==> config.mk <==
export PLATFORM = sky130hd
export DESIGN_NAME = btn_conditioner
export DESIGN_NICKNAME = d
export VERILOG_FILES = /design/src/rtl/btn_conditioner.sv
export SDC_FILE = /design/constraint.sdc
export NUM_CORES = 1
export LEC_CHECK = 0
export ABC_CLOCK_PERIOD_IN_PS = 15550
export CORE_MARGIN = 4
export CORE_UTILIZATION = 40
export CTS_CLUSTER_DIAMETER = 200
export DETAILED_ROUTE_END_ITERATION = 8
export PLACE_DENSITY = 0.59
export SETUP_SLACK_MARGIN = 0.4
export SLEW_MARGIN = 15
export SYNTH_ARGS = -nofsm -noshare
export SYNTH_HDL_FRONTEND = slang
export SYNTH_SLANG_ARGS = --single-unit
==> constraint.sdc <==
create_clock -name clk -period 15.55 [get_ports clk]
set_clock_uncertainty 0.1 [all_clocks]
set_input_delay 4.665 -clock clk [delete_from_list [all_inputs] [get_ports clk]]
set_output_delay 4.665 -clock clk [all_outputs]
set_load 0.03 [all_outputs]
==> src/rtl/btn_conditioner.sv <==
// Multi-channel pushbutton front end: synchroniser, debounce filter, edge-mode pulse
// and long-press event per channel, all gated by a power-up warmup window.
module btn_conditioner #(
    parameter int N_CH            = 4,
    parameter int SYNC_STAGES     = 2,
    parameter int DEBOUNCE_CYCLES = 100000,
    parameter int WARMUP_BITS     = 16,
    parameter int HOLD_CYCLES     = 12000000
) (
    input  logic              clk,
    input  logic              rst,
    input  logic [N_CH-1:0]   btn_in,
    input  logic [2*N_CH-1:0] edge_sel,
    output logic [N_CH-1:0]   btn_level,
    output logic [N_CH-1:0]   btn_pulse,
    output logic [N_CH-1:0]   btn_long,
    output logic              armed
);

    localparam int DB_W = $clog2(DEBOUNCE_CYCLES + 1);
    localparam logic [DB_W-1:0] DB_LAST = DB_W'(DEBOUNCE_CYCLES - 1);
    localparam logic [DB_W-1:0] DB_ONE  = DB_W'(1);
    localparam logic [WARMUP_BITS-1:0] WARM_ONE = WARMUP_BITS'(1);

    logic [WARMUP_BITS-1:0] warm_cnt;

    // Counter stops at all-ones, so armed stays high until the next reset.
    // NOTE: sequential state uses non-blocking (<=) so every flop samples pre-edge values.
    always_ff @(posedge clk or posedge rst) begin
        if (rst) begin
            warm_cnt <= '0;
        end else if (!armed) begin
            warm_cnt <= warm_cnt + WARM_ONE;
        end
    end

    assign armed = &warm_cnt;

    for (genvar ch = 0; ch < N_CH; ch++) begin : g_ch
        logic [SYNC_STAGES-1:0] sync_q;
        logic                   sync_out;
        logic [DB_W-1:0]        db_cnt, db_cnt_d;
        logic                   level_q, level_d, level_prev;
        logic                   rise, fall;
        logic [1:0]             sel;
        logic                   pulse_q;

        always_ff @(posedge clk or posedge rst) begin
            if (rst) begin
                sync_q <= '0;
            end else begin
                sync_q <= {sync_q[SYNC_STAGES-2:0], btn_in[ch]};
            end
        end

        assign sync_out = sync_q[SYNC_STAGES-1];

        // Any sample matching the accepted level restarts the count.
        always_comb begin
            // NOTE: every output gets a default first, so no path leaves it unassigned (no latch).
            db_cnt_d = '0;
            level_d  = level_q;
            if (sync_out != level_q) begin
                if (db_cnt == DB_LAST) begin
                    level_d = ~level_q;
                end else begin
                    db_cnt_d = db_cnt + DB_ONE;
                end
            end
        end

        always_ff @(posedge clk or posedge rst) begin
            if (rst) begin
                db_cnt     <= '0;
                level_q    <= 1'b0;
                level_prev <= 1'b0;
            end else begin
                db_cnt     <= db_cnt_d;
                level_q    <= level_d;
                level_prev <= level_q;
            end
        end

        // Edges come from the debounced level, so a mode change alone never pulses.
        assign rise = level_q & ~level_prev;
        assign fall = ~level_q & level_prev;
        assign sel  = edge_sel[2*ch +: 2];

        always_ff @(posedge clk or posedge rst) begin
            if (rst) begin
                pulse_q <= 1'b0;
            end else begin
                pulse_q <= armed & ((rise & sel[0]) | (fall & sel[1]));
            end
        end

        assign btn_level[ch] = level_q;
        assign btn_pulse[ch] = pulse_q;

        if (HOLD_CYCLES > 0) begin : g_hold
            localparam int HOLD_W = $clog2(HOLD_CYCLES + 1);
            localparam logic [HOLD_W-1:0] HOLD_MAX  = HOLD_W'(HOLD_CYCLES);
            localparam logic [HOLD_W-1:0] HOLD_LAST = HOLD_W'(HOLD_CYCLES - 1);
            localparam logic [HOLD_W-1:0] HOLD_ONE  = HOLD_W'(1);

            logic [HOLD_W-1:0] hold_cnt, hold_d;
            logic              long_d, long_q;

            // Saturating at HOLD_MAX gives exactly one event per press.
            always_comb begin
                hold_d = hold_cnt;
                long_d = 1'b0;
                if (!level_q) begin
                    hold_d = '0;
                end else if (armed && hold_cnt != HOLD_MAX) begin
                    hold_d = hold_cnt + HOLD_ONE;
                    long_d = (hold_cnt == HOLD_LAST);
                end
            end

            always_ff @(posedge clk or posedge rst) begin
                if (rst) begin
                    hold_cnt <= '0;
                    long_q   <= 1'b0;
                end else begin
                    hold_cnt <= hold_d;
                    long_q   <= long_d;
                end
            end

            assign btn_long[ch] = long_q;
        end else begin : g_no_hold
            assign btn_long[ch] = 1'b0;
        end
    end

endmodule

==> impl_metrics.env <==
export IMPL_outcome="finished clean"
export IMPL_maxCapViolations=0
export IMPL_synth_simple_area_share=0.284
export IMPL_rsz0062_at_grt="no"
export IMPL_grt_overflow_total=0
export IMPL_cts_root_buf="clkbuf_16"
export IMPL_power_switching_mw=0.231
export IMPL_vdd_drop_max_mv=0.0707
export IMPL_synth_top_family_by_area="simple AND/OR/NAND/NOR gates"
export IMPL_num_nets_final=1072
export IMPL_crit_fanout=4
export IMPL_grt_first_pass_wirelength_um=33700
export IMPL_drt_iter0_drc=376
export IMPL_hold_depth=0
export IMPL_synthXorXnorAreaFrac=0.119
export IMPL_post_cts_resized=0
export IMPL_ios=27
export IMPL_std_cell_rows=58
export IMPL_die_y_um=168
export IMPL_via_per_inst=5.17
export IMPL_synthMuxAreaShare=0.00736
export IMPL_yosys_register_bits=204
export IMPL_place_congestion=0.755
export IMPL_grt_pass1_vias=7156
export IMPL_initial_core_util=0.406
export IMPL_swShare=0.211
export IMPL_hold_viol_final=0
export IMPL_cts_setup_buffers=0
export IMPL_seq_power_share=0.490
export IMPL_io_buffers=26
export IMPL_critPathRequiredTime_ps=10790
export IMPL_r2r_slack_ps=12030
export IMPL_avgRoutedWirePerCell_um=13.6
export IMPL_whs_endpoint="g_ch[1].sync_q[1]$_DFF_PP0_"
export IMPL_worst_pin_slew_ps=945
export IMPL_p_int_mw=0.866
export IMPL_clockBufferDepth=3
export IMPL_r2r_cells=8
export IMPL_detail_route_first_pass_iterations=4
export IMPL_endpoint_kind="output pin"
export IMPL_clkPwrFrac=0.490
export IMPL_drv_slew=0
export IMPL_slew_limit_headroom=0.370
export IMPL_ys_seq_area_frac=0.500
export IMPL_drive_gt1_frac=0.0546
export IMPL_synthAdderAreaFrac=0.0159
export IMPL_leakagePower_nw=4.63
export IMPL_r2r_start="warm_cnt[0]$_DFFE_PP0N_"
export IMPL_rr_endpoint="g_ch[0].g_hold.hold_cnt[7]$_DFFE_PP0P_"
export IMPL_startpoint="warm_cnt[0]$_DFFE_PP0N_"
export IMPL_avgSynthCellArea_um2=9.89
export IMPL_cp_arrival_ps=2580
export IMPL_antenna_found_initial=0
export IMPL_syn_nets=1059
export IMPL_utilization=0.457
export IMPL_final_min_clock_period_ps=7350
export IMPL_final_common_cell="dfrtp_1"
export IMPL_cpPeakStageDelay_ps=670
export IMPL_final_cell_mix="204 x dfrtp_1, 120 x nor2_1, 81 x nand4_1"
export IMPL_drtAntennaViolNets=0
export IMPL_combPwrFrac=0.019
export IMPL_numCtsBuffers=24
export IMPL_setup_viol=0
export IMPL_hold_buffers=0
export IMPL_vias=7198
export IMPL_slowest_stage="clkdlybuf4s50_1"
export IMPL_antenna_cells=0
export IMPL_yosys_warnings=0
export IMPL_die_w_um=168
export IMPL_ys_types=52
export IMPL_crit_chain="ha_1, nand4_1, or4_1, clkinv_2, clkdlybuf4s50_1"
export IMPL_grt_max_degree=139
export IMPL_detailed_place_hpwl_um=12100
export IMPL_core_area_um2=25100
export IMPL_clock_latency_ps=500
export IMPL_dp_slack_ps=8550
export IMPL_path_clk_slew_ps=60
export IMPL_synth_compound_area_frac=0.0413
export IMPL_min_from="g_ch[1].sync_q[0]$_DFF_PP0_"
export IMPL_p_per_area_nw_per_um2=95.6
export IMPL_worstSetupStartpointType="register"
export IMPL_synth_edf_count=0
export IMPL_cts_htree_levels=1
export IMPL_fp_dieArea_um2=28100
export IMPL_grt_util_all_layers=0.137
export IMPL_clock_fmax_mhz=136
export IMPL_syn_to_final_growth_pct=12.4
export IMPL_clock_sink_count=204
export IMPL_wl_um=19000
export IMPL_path_class="reg -> out"
export IMPL_hp_class="reg -> reg"
export IMPL_synth_flop_cell="dfrtp_1"
export IMPL_fin_setup_tns_ps=0
export IMPL_syn_area_um2=10200
export IMPL_post_route_period_util=0.472
export IMPL_cts_tree="yes"
export IMPL_async_reset_ff_frac=1.00
export IMPL_syn_inst=1032
export IMPL_fin_ws_ps=8200
export IMPL_drcViolationCount=0
[sequential cells by signal, summed over array words and instances (netlist names)]
signal / cells
g_ch.pulse_q: 4
warm_cnt: 16
g_ch.sync_q: 8
g_ch.g_hold.long_q: 4
g_ch.level_prev: 4
g_ch.db_cnt: 68
g_ch.g_hold.hold_cnt: 96
g_ch.level_q: 4
[metal layers]
metal / vias to the layer above / GRT usage / share of wire
met5: - / 0 / 0
met4: 0 / 0.0307 / 0.016
met3: 21 / 0.0224 / 0.028
met2: 51 / 0.226 / 0.45
met1: 3488 / 0.191 / 0.50
li1: 3638 / - / -
[worst max-delay path, delay by kind of cell (launching register included)]
kind	cells	cell delay, ps
DFF	1	400
buffers and inverters	2	750
and+or+nand+nor	2	700
adders and majority gates	1	220
[cell type report]
| class | instances | area [µm²] |
|---|---|---|
| fillers | 2476 | 13600 |
| flip-flops and latches | 204 | 5100 |
| multi-input cells | 761 | 4780 |
| clock buffers | 34 | 689 |
| well taps | 330 | 413 |
| repair buffers | 31 | 298 |
| inverters | 23 | 95.1 |
| clock inverters | 9 | 81.3 |
[power by group through the flow]
stage	registers (mW)	clock network, mW	logic (mW)
finish	0.538	0.538	0.0209
detailed placement	0.547	0	0.0225
CTS	0.538	0.560	0.0226
floorplan	0.547	0	0.0139
global route	0.538	0.583	0.0251
global placement	0.547	0	0.0221
[worst max path at each step]
stage                     slack (ps)                                      end  depth (start not counted)
after floorplan                 5220              g_ch[0].db_cnt[0]$_DFF_PP0_                          1
after global routing            8040                                    armed                          5
after CTS                       8140                                    armed                          5
after global placement          8580              g_ch[0].db_cnt[0]$_DFF_PP0_                          3
after detailed placement        8550  g_ch[0].g_hold.hold_cnt[23]$_DFFE_PP0P_                          3
final                           8200                                    armed                          5
[synthesized netlist by cell type (2+ instances only)]
master / instances / area, µm²
inv_1: 21 / 78.8
or4_1: 9 / 67.6
nand4_1: 81 / 507
o21a_1: 10 / 75.1
xnor2_1: 74 / 648
o311ai_0: 2 / 17.5
a21boi_1: 4 / 30.0
nor4_1: 18 / 113
nand3b_1: 8 / 60.1
nor2_1: 120 / 450
ha_1: 13 / 163
a21oi_1: 7 / 35.0
buf_2: 7 / 35.0
o211ai_1: 7 / 52.6
or2_2: 3 / 18.8
o31ai_1: 4 / 30.0
and2_1: 50 / 313
and3_1: 25 / 156
nand3_1: 70 / 350
and4b_1: 3 / 30.0
nand2b_1: 15 / 93.8
nor4b_1: 10 / 87.6
or3_1: 8 / 50.1
buf_4: 14 / 105
nor2b_1: 2 / 12.5
nor3_1: 25 / 125
a21boi_0: 4 / 30.0
mux2i_1: 3 / 30.0
nor4bb_1: 3 / 30.0
o41ai_1: 2 / 17.5
o21ai_0: 17 / 85.1
and4_1: 12 / 105
o21ai_1: 3 / 15.0
clkbuf_1: 21 / 78.8
xor2_1: 65 / 569
dfrtp_1: 204 / 5100
nand2_1: 70 / 263
mux2_2: 4 / 45.0
[logic make-up (layout without fill, tap and decap cells)]
group	Yosys count	count (layout)
buffers and inverters	67	97
AO/OA/AOI/OAI	63	63
XOR/XNOR	139	139
adder cells (fa/ha/maj)	13	13
AND/OR/NAND/NOR	539	539
flip-flops	204	204
multiplexers	7	7
[stage by stage]
step / hold slack (ps) / std cells / cell area, µm² / power (mW)
after floorplan: 231 / 1032 / 10200 / 0.561
after CTS: 250 / 1392 / 11500 / 1.12
after global placement: 232 / 1349 / 10700 / 0.569
after detailed placement: 236 / 1349 / 10700 / 0.570
after global routing: 252 / 1392 / 11500 / 1.15
final: 249 / 1392 / 11500 / 1.10
(Power assumes the default switching activity.)
